$ cat config.mk
export PLATFORM = sky130hd
export DESIGN_NAME = axistream_snooper
export DESIGN_NICKNAME = d
export VERILOG_FILES = /design/src/rtl/axistream_snooper.sv
export SDC_FILE = /design/constraint.sdc
export NUM_CORES = 1
export LEC_CHECK = 0
export ABC_AREA = 1
export CAP_MARGIN = 25
export CORE_UTILIZATION = 46
export DETAILED_ROUTE_END_ITERATION = 10
export GPL_ROUTABILITY_DRIVEN = 0
export PLACE_DENSITY = 0.85
export SLEW_MARGIN = 20
export SYNTH_ARGS = -nofsm -noshare
export SYNTH_HDL_FRONTEND = slang
export SYNTH_SLANG_ARGS = --single-unit
$ cat constraint.sdc
create_clock -name clk -period 3.1 [get_ports clk]
set_input_delay 0.62 -clock clk [delete_from_list [all_inputs] [get_ports clk]]
set_output_delay 0.62 -clock clk [all_outputs]
set_load 0.01 [all_outputs]
$ cat src/rtl/axistream_snooper.sv
// AXI Stream slave that copies one packet at a time into a packet memory buffer,
// truncating packets longer than the buffer and reporting length on completion.
module axistream_snooper #(
    parameter int DATA_WIDTH = 64,
    parameter int ADDR_WIDTH = 9
) (
    input  logic                  clk,
    input  logic                  rst_n,
    input  logic [DATA_WIDTH-1:0] TDATA,
    input  logic                  TVALID,
    input  logic                  TLAST,
    output logic                  TREADY,
    output logic [ADDR_WIDTH-1:0] snooper_wr_addr,
    output logic [DATA_WIDTH-1:0] snooper_wr_data,
    output logic                  snooper_wr_en,
    output logic                  snooper_done,
    output logic [ADDR_WIDTH:0]   len_from_snooper,
    output logic                  snooper_truncated,
    input  logic                  ready_for_snooper,
    output logic [2:0]            o_dbg_state
);

    // Handshake: a beat happens in any cycle where TVALID and TREADY are both
    // high at the rising edge; TDATA/TLAST are only looked at on beats.

    typedef enum logic [2:0] {
        S_IDLE  = 3'd0,
        S_RECV  = 3'd1,
        S_DROP  = 3'd2,
        S_FLUSH = 3'd3,
        S_DONE  = 3'd4
    } state_t;

    localparam logic [ADDR_WIDTH:0] MAX_COUNT = {1'b1, {ADDR_WIDTH{1'b0}}};
    localparam logic [ADDR_WIDTH:0] ONE_COUNT = {{ADDR_WIDTH{1'b0}}, 1'b1};

    state_t                r_state;
    state_t                w_next;
    logic [ADDR_WIDTH:0]   r_count;
    logic                  r_trunc;
    logic                  w_tready;
    logic                  w_beat;
    logic [ADDR_WIDTH:0]   w_count_inc;
    logic                  w_fills_buffer;

    // Once a packet has started the buffer is ours, so ready_for_snooper only
    // matters while idle.
    always_comb begin
        w_tready = 1'b0;
        case (r_state)
            S_IDLE:  w_tready = ready_for_snooper;
            S_RECV:  w_tready = 1'b1;
            S_DROP:  w_tready = 1'b1;
            default: w_tready = 1'b0;
        endcase
    end

    assign TREADY         = w_tready;
    assign w_beat         = TVALID && w_tready;
    assign w_count_inc    = r_count + ONE_COUNT;
    assign w_fills_buffer = (w_count_inc == MAX_COUNT);

    always_ff @(posedge clk or negedge rst_n) begin
        if (!rst_n) begin
            r_state <= S_IDLE;
        end else begin
            r_state <= w_next;
        end
    end

    always_comb begin
        w_next = r_state;
        case (r_state)
            S_IDLE: begin
                if (w_beat) begin
                    w_next = TLAST ? S_FLUSH : S_RECV;
                end
            end
            S_RECV: begin
                if (w_beat) begin
                    if (TLAST) begin
                        w_next = S_FLUSH;
                    end else if (w_fills_buffer) begin
                        w_next = S_DROP;
                    end
                end
            end
            S_DROP: begin
                if (w_beat && TLAST) begin
                    w_next = S_FLUSH;
                end
            end
            S_FLUSH: w_next = S_DONE;
            S_DONE:  w_next = S_IDLE;
            default: w_next = S_IDLE;
        endcase
    end

    always_ff @(posedge clk or negedge rst_n) begin
        if (!rst_n) begin
            r_count         <= '0;
            r_trunc         <= 1'b0;
            snooper_wr_en   <= 1'b0;
            snooper_wr_addr <= '0;
            snooper_wr_data <= '0;
        end else begin
            snooper_wr_en <= 1'b0;
            case (r_state)
                S_IDLE: begin
                    if (w_beat) begin
                        snooper_wr_en   <= 1'b1;
                        snooper_wr_addr <= '0;
                        snooper_wr_data <= TDATA;
                        r_count         <= ONE_COUNT;
                        r_trunc         <= 1'b0;
                    end
                end
                S_RECV: begin
                    if (w_beat) begin
                        snooper_wr_en   <= 1'b1;
                        snooper_wr_addr <= r_count[ADDR_WIDTH-1:0];
                        snooper_wr_data <= TDATA;
                        r_count         <= w_count_inc;
                        // Filling the buffer without TLAST means more flits follow.
                        if (!TLAST && w_fills_buffer) begin
                            r_trunc <= 1'b1;
                        end
                    end
                end
                S_DONE: begin
                    r_count <= '0;
                    r_trunc <= 1'b0;
                end
                default: begin
                end
            endcase
        end
    end

    assign snooper_done      = (r_state == S_DONE);
    assign len_from_snooper  = snooper_done ? r_count : '0;
    assign snooper_truncated = snooper_done && r_trunc;
    assign o_dbg_state       = r_state;

endmodule

# After elaboration in Yosys (flattened, before gate mapping)
# Index checks and enable logic that the tools add are counted.
[word_totals]
regBits = 88
latchBits = 0
ram_bits = 0
mem_bits_ro = 0
in_bits = 69
out_inout_bits = 90
mem_count = 0
[classes]
add_sub_neg = 1
multipliers = 0
n_div = 0
magnitude_cmp = 0
eq_ne = 10
shifts = 0
muxes = 21
bitwise_logic = 0
n_reduce_logical = 15
[op_table]
columns = ["op", "n"]
rows = [
  ["two-way mux 10 bit", 3],
  ["case mux 10 bit (3 select lines)", 1],
  ["two-way mux 9 bit", 2],
  ["case mux 9 bit (2 select lines)", 1],
  ["two-way mux 3 bit", 5],
  ["case mux 3 bit (4 select lines)", 1],
  ["adder 10 x 1 -> 10 bit (second input constant)", 1],
  ["equality test 10 bit (second input constant)", 1],
  ["inequality test 2 bit (second input constant)", 4],
  ["AND reduction 4 bit", 2],
  ["equality test 3 x 2 -> 1 bit (second input constant)", 2],
  ["AND reduction 3 bit", 2],
  ["two-way mux 1 bit", 5],
  ["logical AND 1 bit", 4],
  ["OR reduction 2 bit", 2],
  ["equality test 3 x 1 -> 1 bit (second input constant)", 1],
  ["equality test 3 bit (second input constant)", 1],
  ["zero test 3 bit", 1],
  ["inequality test 3 bit (second input constant)", 1],
  ["case mux 1 bit (3 select lines)", 1],
  ["nonzero test 3 bit", 1],
  ["two-way mux 2 bit", 1],
  ["case mux 1 bit (2 select lines)", 1],
  ["AND reduction 2 bit", 1],
  ["other kinds (2)", 2],
]

# Longest topological paths before layout
# Gate-level depths: netlist of run 1.
[logic_depth]
depth_word = 7
depth_mapped = 12

# Worst setup path after synthesis of run 1
# OpenSTA, ideal clock, no wires.
[synth_path]
path_type = "register to output"
startpoint = "reg r_state[1], in the netlist o_dbg_state[1]"
endpoint = "out len_from_snooper[0]"
arrival_time_ps = 1391
required_time_ps = 2480
setup_slack_ps = 1089
stages_incl_launch_ff = 7
cell_sequence = "dfrtp_1 -> nor2_1 -> inv_1 -> nor2_1 -> inv_1 -> clkbuf_1 -> nor2_1"
[synth_between]
elab_chain_len = 2
[synth_rtl]
columns = ["element", "line", "text"]
rows = [
  ["start, declared", "37", "state_t r_state;"],
  ["start signal, assigned", "67", "r_state <= w_next;"],
  ["equality test 3 bit", "140", "assign snooper_done = (r_state == S_DONE);"],
  ["via snooper_done", "16", "output logic snooper_done,"],
  ["two-way mux 10 bit", "141", "assign len_from_snooper = snooper_done ? r_count : '0;"],
  ["end, declared", "17", "output logic [ADDR_WIDTH:0] len_from_snooper,"],
]
# The timed path passes the listed nets, and every way through them passes these cells.

# Worst setup path after layout of run 1
[layout_path]
startpoint = "reg r_state[1], in the netlist o_dbg_state[1]"
endpoint = "out snooper_truncated"
[layout_between]
elab_chain_len = 2
[layout_rtl]
columns = ["element", "line", "text"]
rows = [
  ["equality test 3 bit", "140", ""],
  ["logical AND 1 bit", "142", "assign snooper_truncated = snooper_done && r_trunc;"],
  ["end, declared", "18", "output logic snooper_truncated,"],
]
# Every way passes these cells.

==> results of run 1 <==
## cell usage in the layout (no fill, tap or decap)
master / netlist / layout
sky130_fd_sc_hd__clkbuf_1: 2 / 1
sky130_fd_sc_hd__nand3_1: 13 / 13
sky130_fd_sc_hd__nor2_2: 1 / 1
sky130_fd_sc_hd__o211ai_1: 2 / 2
sky130_fd_sc_hd__buf_4: 6 / 6
sky130_fd_sc_hd__inv_1: 22 / 22
sky130_fd_sc_hd__dfrtp_1: 88 / 88
sky130_fd_sc_hd__nor2_1: 25 / 25
sky130_fd_sc_hd__clkbuf_8: 0 / 11
sky130_fd_sc_hd__o32ai_1: 1 / 1
sky130_fd_sc_hd__nor3_1: 1 / 1
sky130_fd_sc_hd__clkinvlp_4: 0 / 3
sky130_fd_sc_hd__nand2_1: 194 / 194
sky130_fd_sc_hd__inv_2: 1 / 1
sky130_fd_sc_hd__or2_1: 1 / 1
sky130_fd_sc_hd__ha_1: 1 / 1
sky130_fd_sc_hd__o21ai_0: 8 / 8
sky130_fd_sc_hd__o21ai_1: 6 / 6
sky130_fd_sc_hd__buf_12: 4 / 1
sky130_fd_sc_hd__bufinv_16: 0 / 1
sky130_fd_sc_hd__o22ai_1: 7 / 7
sky130_fd_sc_hd__a21oi_1: 2 / 2
sky130_fd_sc_hd__nand2_2: 47 / 47
sky130_fd_sc_hd__a21boi_0: 1 / 1
sky130_fd_sc_hd__clkdlybuf4s50_1: 0 / 157
sky130_fd_sc_hd__nand4_1: 1 / 1
## worst min path at each step
stage	start	end	cells after the start
3_5_place_dp	snooper_wr_data[37]	snooper_wr_data[37]	2
6_report	rst_n	snooper_wr_data[22]	1
2_1_floorplan	rst_n	o_dbg_state[0]	0
5_1_grt	rst_n	r_trunc	1
4_1_cts	rst_n	snooper_wr_data[16]	1
3_3_place_gp	snooper_wr_data[13]	snooper_wr_data[13]	2
## cell type report
| cell class | count | area (sq um) | share of cell area [%] |
|---|---|---|---|
| inverter | 23 | 86.33 | 1.532 |
| clock inverter | 4 | 52.55 | 0.9323 |
| clock buffer | 12 | 155.1 | 2.752 |
| timing repair buffer | 164 | 1637 | 29.03 |
| sequential | 88 | 2202 | 39.07 |
| tap | 105 | 131.4 | 2.331 |
| multi-input combinational | 311 | 1373 | 24.35 |
## stage by stage
step | hold WS (ns) | instances | instance area (sq um)
3_5_place_dp | 0.4646 | 691 | 5429
6_report | 0.2850 | 707 | 5637
3_3_place_gp | 0.4623 | 691 | 5429
5_1_grt | 0.3371 | 707 | 5637
4_1_cts | 0.3047 | 707 | 5637
2_1_floorplan | 0.3244 | 440 | 3856
## logic make-up (layout without fill, tap and decap cells)
family          Yosys count  after routing
simple gates            283            283
compound gates           27             27
flops                    88             88
buf+inv                  41            203
fa+ha+maj                 1              1
## routing by layer
layer	vias to the layer above	routed length, microns
li1	1665	-
met1	1666	4009
met2	152	4841
met3	14	637
met4	0	150
met5	-	0
## state kept, by name, summed over array words and instances (netlist names)
signal	cells
snooper_wr_data	64
r_count	10
snooper_wr_addr	9
o_dbg_state	3
r_trunc	1
snooper_wr_en	1
## power breakdown
part / internal, mW / total, mW / switching, mW / leakage [nW]
logic: 1.39 / 3.10 / 1.71 / 1.46
registers: 1.65 / 1.94 / 0.288 / 1.11
clock network: 0.417 / 0.804 / 0.387 / 0.0948
total: 3.45 / 5.84 / 2.38 / 2.67
==> reports/metrics.sh, run 1 <==
STATUS='finished, final reports clean'
VIA_PER_INST=4.946
CP_SLOWEST_STAGE_DELAY_NS=0.55
SHORTEST_CLOCK_PERIOD_THE_WORST_PATH_ALLOWS_AFTER_LAYOUT_NS=2.851
DPL_WORST_SLACK_NS=0.5966
SYNTH_TOP_AREA_SHARE_PCT=57.11
GLOBALROUTEMET2UTIL_PCT=39.95
SYNTHCELLS=440
GLOBALROUTEMET3UTIL_PCT=4.309
SYNTH_TOP_AREA_CELL='sky130_fd_sc_hd__dfrtp_1'
CP-STARTPOINT='o_dbg_state[1]'
TIMING.FINAL.MAX_SLEW_VIOLATIONS=0
GRT_ANTENNA_BEFORE_REPAIR=0
SYNTH_SEQ_AREA_SHARE_PCT=57.11
SYNTH.MUX.AREA_FRACTION_PCT=0
CP_DELAY_BY_FAMILY_TOP='buffers and inverters'
BUSIEST_LAYER='met2'
MAXCAPVIOLCOUNT=0
DIE-AREA_SQ_UM=8753
POST_CTS_HOLD_BUFFER_COUNT=0
CTS-ROOT-BUF='sky130_fd_sc_hd__clkbuf_8'
RR_ENDPOINT='snooper_wr_data[48]'
POWER_DENSITY_nW_PER_UM2=1035
IO-PIN-COUNT=159
NUMCTSBUFFERS=9
DIE_X_MICRONS=93.56
FINAL_UTIL_PCT=68.95
TOTALNEGATIVESETUPSLACK_NS=0
YS_WARN_COUNT=0
SYNTH_AREA_SQ_UM=3856
ANTENNA_VIOLATING_NETS_POST_ROUTE=0
CRIT_TYPE='reg2out'
IRDROPWORSTVDD_V=0.0006690
CHIPHEIGHT_MICRONS=93.56
SKEW_NS=0.009338
CTS_SETUP_BUFFERS=0
FINAL_LAYOUT_SIZE_SUFFIX_GT1_SHARE_PCT=11.79
SYNTH.MOST_COMMON_CELL='sky130_fd_sc_hd__nand2_1'
AVG_INST_SIZE_SYNTH_SQ_UM=8.764
GRT_PASS1_WL_MM=15.75
DRCVIOLATIONCOUNT=0
POWER_LEAKAGE_nW=2.665
FP.COREAREA_SQ_UM=8175
MAX_CLOCK_FREQ_GHz=0.3508
CTS_MAX_PATH_BUFFERS=2
CRITPATHSLOWESTCELL='sky130_fd_sc_hd__clkdlybuf4s50_1'
INSERTEDDIODECOUNT=0
TIMING.FINAL.SETUP_VIOLATIONS=0
GRT_SETUP_UNREPAIRED='no'
R2R_START='o_dbg_state[1]'
TRACK_USAGE_PCT=22.82
H_TREE_LEVEL_COUNT=3
CTSRESIZECOUNT=0
GRT_START_MAX_NET_PINS=66
DRT-PASS1-ITER-COUNT=4
INITIAL_UTILIZATION_PCT=47.17
FIN_WS_NS=0.2494
SYNTH_XOR_XNOR_AREA_SHARE_PCT=0
LARGEST_FAMILY_OF_LOGIC_CELLS_BY_SYNTHESIZED_AREA='simple AND/OR/NAND/NOR gates'
WORSTMARGINPINSLEW_NS=0.6286
TIMING.MAX_SLEW.REL_SLACK_PCT=58.10
FINAL_NET_COUNT=667
WIRELENGTH_MM=9.639
SYNTH_CELL_TYPE_COUNT=25
WORST_SETUP_PATH_ENDPOINT='snooper_truncated'
SYNTH_FP_NETS=510
CRIT_TOP_CELL='sky130_fd_sc_hd__nor2_1'
PERIOD_SHARE_PCT=91.96
POST-LAYOUT-TOTAL-POWER_mW=5.836
FLOORPLAN.ROWS=33
SYNTH_EDF_COUNT=0
NUMBER_OF_GLOBAL_ROUTE_VIAS_BEFORE_REPAIR=3462
HOLD_CLASS='in2async'
CELL_BY_CELL_TRACE_OF_THE_CRITICAL_PATH='nor2_1, inv_1, nor2_1, inv_1, nor2_1, clkdlybuf4s50_1'
CRITPATHBUFINV=3
SYNTH-ADDER-AREA-SHARE_PCT=0.3245
SYNTH-ASYNC-RESET-RATIO_PCT=100.0
SYNTHTOLAYOUTAREAGROWTH_PCT=46.17
WORST-R2R-CELL-COUNT=10
PATH_CLK_SLEW_NS=0.08
SYNTH_COMPOUND_GATE_AREA_SHARE_PCT=4.023
GR-TOTAL-OVERFLOW=0
AVGROUTEDWIREPERCELL_MICRONS=13.63
CRITICAL_PATH_DEPTH=6
FRACTION_OF_THE_MAPPED_NETLIST_AREA_IN_SIMPLE_LOGIC_GATES_PCT=31.25
POST_SYNTH_MAIN_AREA_CONTRIBUTORS='sky130_fd_sc_hd__dfrtp_1 (57%), sky130_fd_sc_hd__nand2_1 (19%), sky130_fd_sc_hd__nand2_2 (7.6%), sky130_fd_sc_hd__nor2_1 (2.4%), sky130_fd_sc_hd__inv_1 (2.1%)'
PLACE.DETAILED.HPWL_MM=6.887
FILLERS=633
CP_MAX_FO=11
ARRIVAL_NS=2.23
REG2REG_SETUP_SLACK_NS=0.97
IO_BUFFER_COUNT=158
CRITICAL_PATH.STARTPOINT_TYPE='register'
GRT_USE_MET1_PCT=28.61
SETUP.WORST_PATH.END_CLASS='output pin'
DETAILROUTE.VIA_COUNT=3497
WORSTPATHREQUIRED_NS=2.48
CTS_TREE='built'
TRITONCTS_SINK_COUNT=88
DRTITER0DRC=132
POSTSYNTHREGISTERBITS=88
SYNTH-MAIN-FF-CELL='sky130_fd_sc_hd__dfrtp_1'
SYNTH_COMMONEST_CELLS='sky130_fd_sc_hd__nand2_1 (194), sky130_fd_sc_hd__dfrtp_1 (88), sky130_fd_sc_hd__nand2_2 (47), sky130_fd_sc_hd__nor2_1 (25), sky130_fd_sc_hd__inv_1 (22)'
REPORT.FINAL.HOLD_VIOL_COUNT=0
CLOCK_INSERTION_DELAY_WORST_SKEW_NS=0.34
(Power assumes the default switching activity.)
==> run 2, diff against run 1 <==
--- a/config.mk
+++ b/config.mk
@@ -11,7 +11,7 @@
 export DETAILED_ROUTE_END_ITERATION = 10
 export GPL_ROUTABILITY_DRIVEN = 0
 export PLACE_DENSITY = 0.85
-export SLEW_MARGIN = 20
+export SLEW_MARGIN = 0
 export SYNTH_ARGS = -nofsm -noshare
 export SYNTH_HDL_FRONTEND = slang
 export SYNTH_SLANG_ARGS = --single-unit
==> results of run 2 <==
The final DEF is identical to that of run 1; final timing and power are the same.
